## config.mk

```make
export PLATFORM = sky130hd
export DESIGN_NAME = servant_arbiter
export DESIGN_NICKNAME = d
export VERILOG_FILES = /design/src/rtl/servant_arb_pkg.sv /design/src/rtl/servant_arb_wdog.sv /design/src/rtl/servant_arbiter.sv
export SDC_FILE = /design/constraint.sdc
export NUM_CORES = 1
export LEC_CHECK = 0
export ABC_AREA = 1
export CAP_MARGIN = 20
export CORE_AREA = 2 2 122 124
export DETAILED_ROUTE_END_ITERATION = 8
export DIE_AREA = 0 0 124 126
export GPL_TIMING_DRIVEN = 0
export PLACE_DENSITY = 0.61
export SYNTH_ARGS = -nofsm -noshare
export SYNTH_HDL_FRONTEND = slang
export SYNTH_SLANG_ARGS = --single-unit
export TNS_END_PERCENT = 30
```

## constraint.sdc

```tcl
create_clock -name i_wb_clk -period 1.43 [get_ports i_wb_clk]
set_input_delay 0.286 -clock i_wb_clk [delete_from_list [all_inputs] [get_ports i_wb_clk]]
set_output_delay 0.286 -clock i_wb_clk [all_outputs]
set_load 0.05 [all_outputs]
```

## src/rtl/servant_arb_pkg.sv

```systemverilog
// Shared types and constants for the two-master servant RAM arbiter.
package servant_arb_pkg;

  // Grant one-hot: bit0 = master 0 (CPU), bit1 = master 1 (loader).
  localparam logic [1:0] GrantNone = 2'b00;
  localparam logic [1:0] GrantM0   = 2'b01;
  localparam logic [1:0] GrantM1   = 2'b10;

  // State codes equal the grant vector, so the state register doubles as the grant flop.
  typedef enum logic [1:0] {
    StIdle = 2'b00,
    StGnt0 = 2'b01,
    StGnt1 = 2'b10
  } arb_state_e;

  function automatic logic [1:0] state_grant(input arb_state_e s);
    logic [1:0] g;
    unique case (s)
      StGnt0:  g = GrantM0;
      StGnt1:  g = GrantM1;
      default: g = GrantNone;
    endcase
    return g;
  endfunction

endpackage

```

## src/rtl/servant_arb_wdog.sv

```systemverilog
// Saturating cycle counter that flags a granted transaction stalled for Timeout cycles.
module servant_arb_wdog #(
  parameter int unsigned Timeout = 15
) (
  input  logic clk_i,
  input  logic rst_i,
  input  logic clr_i,
  input  logic en_i,
  output logic expired_o
);

  // Keep at least one bit so Timeout = 0 (watchdog disabled) still elaborates.
  localparam int unsigned CntW = (Timeout > 0) ? $clog2(Timeout + 1) : 1;

  logic [CntW-1:0] cnt_q, cnt_d;

  // Next count: clear has priority, otherwise count up and stick at all-ones.
  always_comb begin
    cnt_d = cnt_q;
    if (clr_i) begin
      cnt_d = '0;
    end else if (en_i && (cnt_q != {CntW{1'b1}})) begin
      cnt_d = cnt_q + 1'b1;
    end
  end

  // Counter register, synchronous active-high reset.
  always_ff @(posedge clk_i) begin
    if (rst_i) begin
      cnt_q <= '0;
    end else begin
      cnt_q <= cnt_d;
    end
  end

  assign expired_o = (Timeout != 0) && (cnt_q == CntW'(Timeout));

endmodule

```

## src/rtl/servant_arbiter.sv

```systemverilog
// Round-robin arbiter letting the CPU bus and a loader/debug master share servant_ram,
// one classic Wishbone transaction at a time, with a stall watchdog.
module servant_arbiter
  import servant_arb_pkg::*;
#(
  parameter int unsigned TIMEOUT = 15,
  parameter int unsigned AW      = 32
) (
  input  logic          i_wb_clk,
  input  logic          i_wb_rst,
  // Master 0 (CPU)
  input  logic [AW-1:0] i_wb_m0_adr,
  input  logic [31:0]   i_wb_m0_dat,
  input  logic [3:0]    i_wb_m0_sel,
  input  logic          i_wb_m0_we,
  input  logic          i_wb_m0_cyc,
  output logic [31:0]   o_wb_m0_rdt,
  output logic          o_wb_m0_ack,
  output logic          o_wb_m0_err,
  // Master 1 (loader)
  input  logic [AW-1:0] i_wb_m1_adr,
  input  logic [31:0]   i_wb_m1_dat,
  input  logic [3:0]    i_wb_m1_sel,
  input  logic          i_wb_m1_we,
  input  logic          i_wb_m1_cyc,
  output logic [31:0]   o_wb_m1_rdt,
  output logic          o_wb_m1_ack,
  output logic          o_wb_m1_err,
  // Slave (RAM)
  output logic [AW-1:0] o_wb_s_adr,
  output logic [31:0]   o_wb_s_dat,
  output logic [3:0]    o_wb_s_sel,
  output logic          o_wb_s_we,
  output logic          o_wb_s_cyc,
  input  logic [31:0]   i_wb_s_rdt,
  input  logic          i_wb_s_ack,
  output logic [1:0]    o_grant
);

  arb_state_e state_q, state_d;
  logic       last_q, last_d;  // master that finished most recently; loses the next tie

  logic sel_m1;
  logic gnt_act;
  logic m_cyc;
  logic fwd_ack;
  logic tout;
  logic wd_expired;

  servant_arb_wdog #(
    .Timeout (TIMEOUT)
  ) u_wdog (
    .clk_i     (i_wb_clk),
    .rst_i     (i_wb_rst),
    .clr_i     (~gnt_act),
    .en_i      (gnt_act),
    .expired_o (wd_expired)
  );

  // Granted-master selection and transaction end conditions; ack beats a same-cycle timeout.
  always_comb begin
    sel_m1  = (state_q == StGnt1);
    gnt_act = (state_q != StIdle);
    m_cyc   = sel_m1 ? i_wb_m1_cyc : i_wb_m0_cyc;
    fwd_ack = gnt_act & i_wb_s_ack & m_cyc;
    tout    = gnt_act & m_cyc & ~i_wb_s_ack & wd_expired;
  end

  // Request mux toward the RAM and response steering back to the masters.
  always_comb begin
    o_wb_s_adr  = '0;
    o_wb_s_dat  = '0;
    o_wb_s_sel  = '0;
    o_wb_s_we   = 1'b0;
    o_wb_s_cyc  = 1'b0;
    o_wb_m0_ack = 1'b0;
    o_wb_m1_ack = 1'b0;
    o_wb_m0_err = 1'b0;
    o_wb_m1_err = 1'b0;
    o_wb_m0_rdt = i_wb_s_rdt;
    o_wb_m1_rdt = i_wb_s_rdt;
    if (gnt_act) begin
      o_wb_s_adr  = sel_m1 ? i_wb_m1_adr : i_wb_m0_adr;
      o_wb_s_dat  = sel_m1 ? i_wb_m1_dat : i_wb_m0_dat;
      o_wb_s_sel  = sel_m1 ? i_wb_m1_sel : i_wb_m0_sel;
      o_wb_s_we   = sel_m1 ? i_wb_m1_we  : i_wb_m0_we;
      o_wb_s_cyc  = m_cyc & ~tout;
      o_wb_m0_ack = fwd_ack & ~sel_m1;
      o_wb_m1_ack = fwd_ack & sel_m1;
      o_wb_m0_err = tout & ~sel_m1;
      o_wb_m1_err = tout & sel_m1;
    end
  end

  // Next state: round-robin grant from idle; every grant returns to idle (one-cycle bubble).
  always_comb begin
    state_d = state_q;
    last_d  = last_q;
    unique case (state_q)
      StIdle: begin
        if (i_wb_m0_cyc && i_wb_m1_cyc) begin
          state_d = last_q ? StGnt0 : StGnt1;
        end else if (i_wb_m0_cyc) begin
          state_d = StGnt0;
        end else if (i_wb_m1_cyc) begin
          state_d = StGnt1;
        end
      end
      StGnt0, StGnt1: begin
        if (fwd_ack || !m_cyc || tout) begin
          state_d = StIdle;
          last_d  = sel_m1;
        end
      end
      default: state_d = StIdle;
    endcase
  end

  // State and round-robin pointer; last = 1 out of reset so master 0 wins the first tie.
  always_ff @(posedge i_wb_clk) begin
    if (i_wb_rst) begin
      state_q <= StIdle;
      last_q  <= 1'b1;
    end else begin
      state_q <= state_d;
      last_q  <= last_d;
    end
  end

  assign o_grant = state_grant(state_q);

endmodule

```

**Yosys cells after proc, flatten, opt, wreduce, memory -nomap -nowiden**

Index checks and enable logic that the tools add are counted.

- Bitwise operators: 14
- Multiplexer cells: 21
- Equality and inequality tests: 6
- Add/sub/neg operators: 1
- Reduce and logical (&&, ||, !) cells: 11

Operators by type and width:

| operator | number |
|---|---|
| $mux W32 | 4 |
| $and A1 B1 Y1 | 10 |
| $mux W2 | 5 |
| $mux W1 | 8 |
| $mux W4 | 2 |
| $ne A4 B4 Y1 const B | 2 |
| $pmux W2 S2 | 2 |
| $add A4 B1 Y4 const B | 1 |
| $eq A4 B4 Y1 const B | 1 |
| $not A1 Y1 | 4 |
| $reduce_and A2 Y1 | 2 |
| $reduce_or A2 Y1 | 2 |
| $eq A2 B1 Y1 const B | 1 |
| $eq A2 B2 Y1 const B | 1 |
| $logic_and A1 B1 Y1 | 2 |
| $logic_not A2 Y1 | 1 |
| $logic_or A1 B1 Y1 | 2 |
| $ne A2 B2 Y1 const B | 1 |
| $reduce_bool A2 Y1 | 1 |
| $logic_not A1 Y1 | 1 |

- Word-level logic and storage cells: 56
- Output and inout bits: 140
- Bits of input ports: 175
- Bits in registers: 7

**Logic depth before layout (Yosys ltp)**

- Depth after elaboration: 8
- Mapped depth: 9
- Mapped depth without buffers: 8

**Cells and area by module**

A second synthesis with hierarchy kept.

- Cells, all modules: 367
- Area, all modules: 1941.9 um^2

Modules (own cells, without submodules):

| module | cells an instance | seq. area each (um^2) | instances | area an instance (um^2) |
|---|---|---|---|---|
| servant_arbiter | 338 | 60.1 | 1 | 1741.7 |
| servant_arb_wdog | 29 | 80.1 | 1 | 200.2 |

**Least setup slack after synthesis**

OpenSTA, ideal clock, no wires.

- Kind: register to output
- Start point: register state_q[0]
- End point: output o_wb_m0_ack
- Data required time: 1.144 ns
- Buffers on the path: 2
- Cell stages (with the launch flop): 6
- Arrival time: 2.058 ns
- Path slack: -0.914 ns
- Cell sequence: dfxtp_1 > inv_1 > ha_1 > buf_4 > buf_4 > nor3_1

- Word-level cells in the longest chain between the ends: 5
- Elaborated cells between the ends (all ways): 8
- Classes of those cells: eq/ne (1); mux (2); bitwise (4); reduce/logical (1)

Ends and longest elaborated chain:

| item | line | source |
|---|---|---|
| start, declared | servant_arbiter.sv:40 | `arb_state_e state_q, state_d;` |
| start signal, assigned | servant_arbiter.sv:122 | `state_q <= StIdle;` |
| start signal, assigned | servant_arbiter.sv:125 | `state_q <= state_d;` |
| $eq A2 B2 Y1 * | servant_arbiter.sv:62 | `sel_m1 = (state_q == StGnt1);` |
| named net sel_m1 | servant_arbiter.sv:43 | `logic sel_m1;` |
| $mux W1 | servant_arbiter.sv:64 | `m_cyc = sel_m1 ? i_wb_m1_cyc : i_wb_m0_cyc;` |
| $and A1 B1 Y1 | servant_arbiter.sv:65 | `fwd_ack = gnt_act & i_wb_s_ack & m_cyc;` |
| $and A1 B1 Y1 * | servant_arbiter.sv:88 | `o_wb_m0_ack = fwd_ack & ~sel_m1;` |
| $mux W1 * | servant_arbiter.sv:82 | `if (gnt_act) begin` |
| end, declared | servant_arbiter.sv:18 | `output logic o_wb_m0_ack,` |

Mark *: on every way through the listed nets, which the timed path passes. The rest lies on a longest branch.

**Final worst setup path**

- Start point: register state_q[0]
- End point: output o_wb_s_we

- Word-level cells in the longest chain between the ends: 3
- Elaborated cells between the ends (all ways): 4
- Classes of those cells: eq/ne (1); mux (2); reduce/logical (1)

Ends and longest elaborated chain:

| item | line | source |
|---|---|---|
| $eq A2 B2 Y1 | servant_arbiter.sv:62 |  |
| named net sel_m1 | servant_arbiter.sv:43 |  |
| $mux W1 | servant_arbiter.sv:86 | `o_wb_s_we = sel_m1 ? i_wb_m1_we : i_wb_m0_we;` |
| $mux W1 | servant_arbiter.sv:82 |  |
| end, declared | servant_arbiter.sv:33 | `output logic o_wb_s_we,` |

The timed path passes the listed nets, and every way through them passes these cells.

==> summary.md <==
| Metric | Value |
|---|---|
| Final setup skew | 0.000451 ns |
| Hold Vio Cnt, Final | 0 |
| Final period utilization | 1.37 |
| Hold path cells | 2 |
| Pre-CTS setup slack | -1.04 ns |
| Yosys reg bits | 7 |
| Die X | 124 um |
| Routed vias/inst | 4.10 |
| Die ar. | 15600 sq um |
| Starting Density | 0.137 |
| Per-cell routed wire length | 14.5 um |
| Net Sw Power | 8.57 mW |
| Worst slew pin tran | 0.357 ns |
| NumNets Final | 848 |
| Slew Limit Headroom | 0.762 |
| Run status | complete, but fails checks |
| Vias in the first global route | 3563 |
| Setup violators final | 76 |
| Critical hold path startpoint | last_q$_SDFFE_PP1P_ |
| Core Rows | 44 |
| R2r startpoint | state_q[0]$_SDFFE_PP0P_ |
| Initial antenna violation count | 0 |
| Max Transition Viols Final | 0 |
| Delay-heaviest family, CP | buffers and inverters |
| Syn_nets | 541 |
| Leak Pwr | 2.78 nW |
| FMAX | 512 MHz |
| Sw Share | 0.581 |
| Combinational power share | 0.947 |
| Hold endpoint | last_q$_SDFFE_PP1P_ |
| Maxcap violations | 0 |
| First-pass GRT wire length | 17600 um |
| Multi-input gate area | 1950 sq um |
| Core Footprint | 14300 sq um |
| Final GP Congestion | 0.841 |
| Startpoint class of the critical path | flop |
| Die Ht | 126 um |
| Worst r2r dst | state_q[0]$_SDFFE_PP0P_ |
| Largest family of logic cells by synthesized area | buffers and inverters |
| Critical path required time | 1.14 ns |
| Worst Path Arrival | 1.67 ns |
| CTS sink cnt | 7 |
| Internal power | 6.18 mW |
| Clock H-tree levels | 1 |
| Post-DRT Antenna Nets | 0 |
| Layout cells sized above 1 | 0.594 |
| Register-to-Register Path Depth | 7 |
| R2r setup slk | 0.09 ns |
| CTS tree | built |
| DR vias | 3492 |
| Synth-to-layout area growth | 226% |
| Commonest non-fill, non-tap cell in the layout | clkdlybuf4s50_1 |
| Worst Hold Class | reg2reg |
| PwrDens | 2310 nW/um^2 |
| I/O Pins | 315 |
| Layout filler cell count | 1447 |
| Routed WL | 12300 um |
| Post-synthesis sequential area ratio | 0.0717 |
| Clock latency at the later pin of the worst-skew pair | 0.23 ns |
| Design Area, Final | 6380 sq um |
| Most used cell, CP | buf_12 |
| Adder-cell share of the synthesized area | 0.0320 |
| Largest fanout on the critical path | 8 |
| Cell variety after synth | 21 |
| Hold buffer count at CTS | 0 |
| Clock Tree Buf Depth | 2 |
| Critical path type | reg2out |
| Failing checks | negative setup slack |
| Synth Area in XOR/XNOR | 0 |
| YS warnings | 0 |
| Reg power frac | 0.021 |
| Syn Inst Count | 361 |
| Register area | 145 sq um |
| Post-Syn Area | 1950 sq um |
| Pin count of the biggest net entering global routing | 11 |
| Mean post-synth cell area | 5.41 sq um |
| Clock Power Share | 0.032 |
| Drt pass-1 iters | 4 |
| Crit-path cells | inv_4 -> ha_4 -> buf_12 -> buf_12 -> buf_12 -> buf_8 -> nand2_2 -> a21oi_2 -> buf_6 |
| Fin worst setup slack | -0.522 ns |
| CP bufs+invs | 6 |
| Maximum VDD drop | 0.936 mV |
| Simple-Gate Fraction of Synth Area | 0.343 |
| Multiplexer share of the synthesized area | 0 |
| DRC | 0 |
| Worst setup EP type | output pin |
| Gr ovfl total | 0 |
| Clock-pin slew on the worst setup and hold paths | 0.04 ns |
| Worst path slowest cell | dfxtp_2 |
| Total Routing Usage GR | 0.142 |
| CTS root buf | clkbuf_16 |
| RSZ-0062 raised after global routing | yes |
| Post-synthesis compound-gate area fraction | 0.207 |
| Area post-placement | 5640 sq um |
| Layout Cells excl Fill | 851 |
| Most frequent cells in the layout | clkdlybuf4s50_1, buf_4, nand2_1 |
| Period minus WS final | 1.95 ns |
| 1st-iter DRT viols | 96 |
| Final TNS setup | -35.21 ns |
| Port-buffer cells | 282 |
| Worst path max stage delay | 0.33 ns |
| Inst Count DP | 827 |
| Total CTS buffers | 3 |
| Antenna diode count | 0 |
| Post-detail-place hpwl | 9710 um |
==> how the worst max path moves through the flow <==
stage / startpoint / to / slack [ns] / cells past startpoint
after detailed placement: i_wb_m0_cyc / o_wb_m0_ack / -1.04 / 6
after CTS: state_q[0]$_SDFFE_PP0P_ / o_wb_s_dat[13] / -0.52 / 9
final: state_q[0]$_SDFFE_PP0P_ / o_wb_s_we / -0.52 / 9
after floorplan: state_q[0]$_SDFFE_PP0P_ / o_wb_s_dat[0] / -0.31 / 7
after global routing: state_q[0]$_SDFFE_PP0P_ / o_wb_s_dat[2] / -0.60 / 9
after global placement: i_wb_m0_cyc / o_wb_m0_ack / -1.04 / 6
==> cells in the mapped netlist (all sizes together) <==
master,count,area [sq um]
nand2,151,567
buf,82,614
a21oi,74,370
inv,11,43.8
nand3,8,45.0
nor2,8,30.0
dfxtp,7,140
clkbuf,5,18.8
ha,5,62.6
o21ai,5,28.8
nor3,2,15.0
a31oi,1,6.26
nand4,1,6.26
or2,1,6.26
==> cells by family (layout without fill, tap and decap cells) <==
kind of cell,Yosys count,count (layout)
AOI/OAI and AO/OA,80,80
adders and majority gates,5,5
buffers and inverters,98,404
DFF,7,7
and+or+nand+nor,171,171
==> metrics by stage <==
step | total power, mW | hold slack (ns) | utilization
after floorplan | 8.40 | 0.417 | -
after global routing | 15.4 | 0.501 | 0.445
after detailed placement | 11.8 | 0.457 | 0.394
after global placement | 11.7 | 0.445 | 0.394
final | 14.7 | 0.476 | 0.445
after CTS | 14.5 | 0.465 | 0.432
==> sequential cells by signal (all words and copies together), names as in the netlist <==
name,flops
u_wdog.cnt_q,4
last_q,1
state_q,2
==> layout make-up <==
class	count	share of cell area
inverters	11	0.00883
well taps	184	0.0361
multi-input cells	256	0.306
plain buffers	84	0.122
flip-flops and latches	7	0.0228
repair buffers	305	0.492
clock buffers	4	0.0124
==> tightest hold or removal path: stages (launching register included) <==
cell	delay (ns)
dfxtp_1	0.33
nand2_1	0.06
nand3_1	0.06
==> repair_timing <==
| item | 4_1_cts | 5_1_grt |
|---|---|---|
| endpoints found under the hold margin | 0 | 0 |
| gates resized for setup | 672 | 50 |
| setup buffers | 16 | 0 |
| gates cloned | 6 | 1 |
| pin swaps | 26 | 16 |
| endpoints found under the setup margin | 139 | 82 |
==> power groups by stage <==
stage                     combinational, mW  sequential, mW  clock [mW]
final                                  14.0           0.314       0.470
after global routing                   14.6           0.321       0.498
after CTS                              13.7           0.313       0.480
after detailed placement               11.5           0.309           0
after global placement                 11.4           0.304           0
after floorplan                        8.10           0.296           0
==> per-layer routing <==
layer,share of wire,track usage,wire (um),up-vias
met5,0,0,0,-
met4,0.018,0.0337,218,0
met3,0.087,0.0267,1080,18
met2,0.55,0.290,6780,186
met1,0.34,0.142,4250,1588
li1,-,-,-,1700
Power figures use the tool's default switching activity.
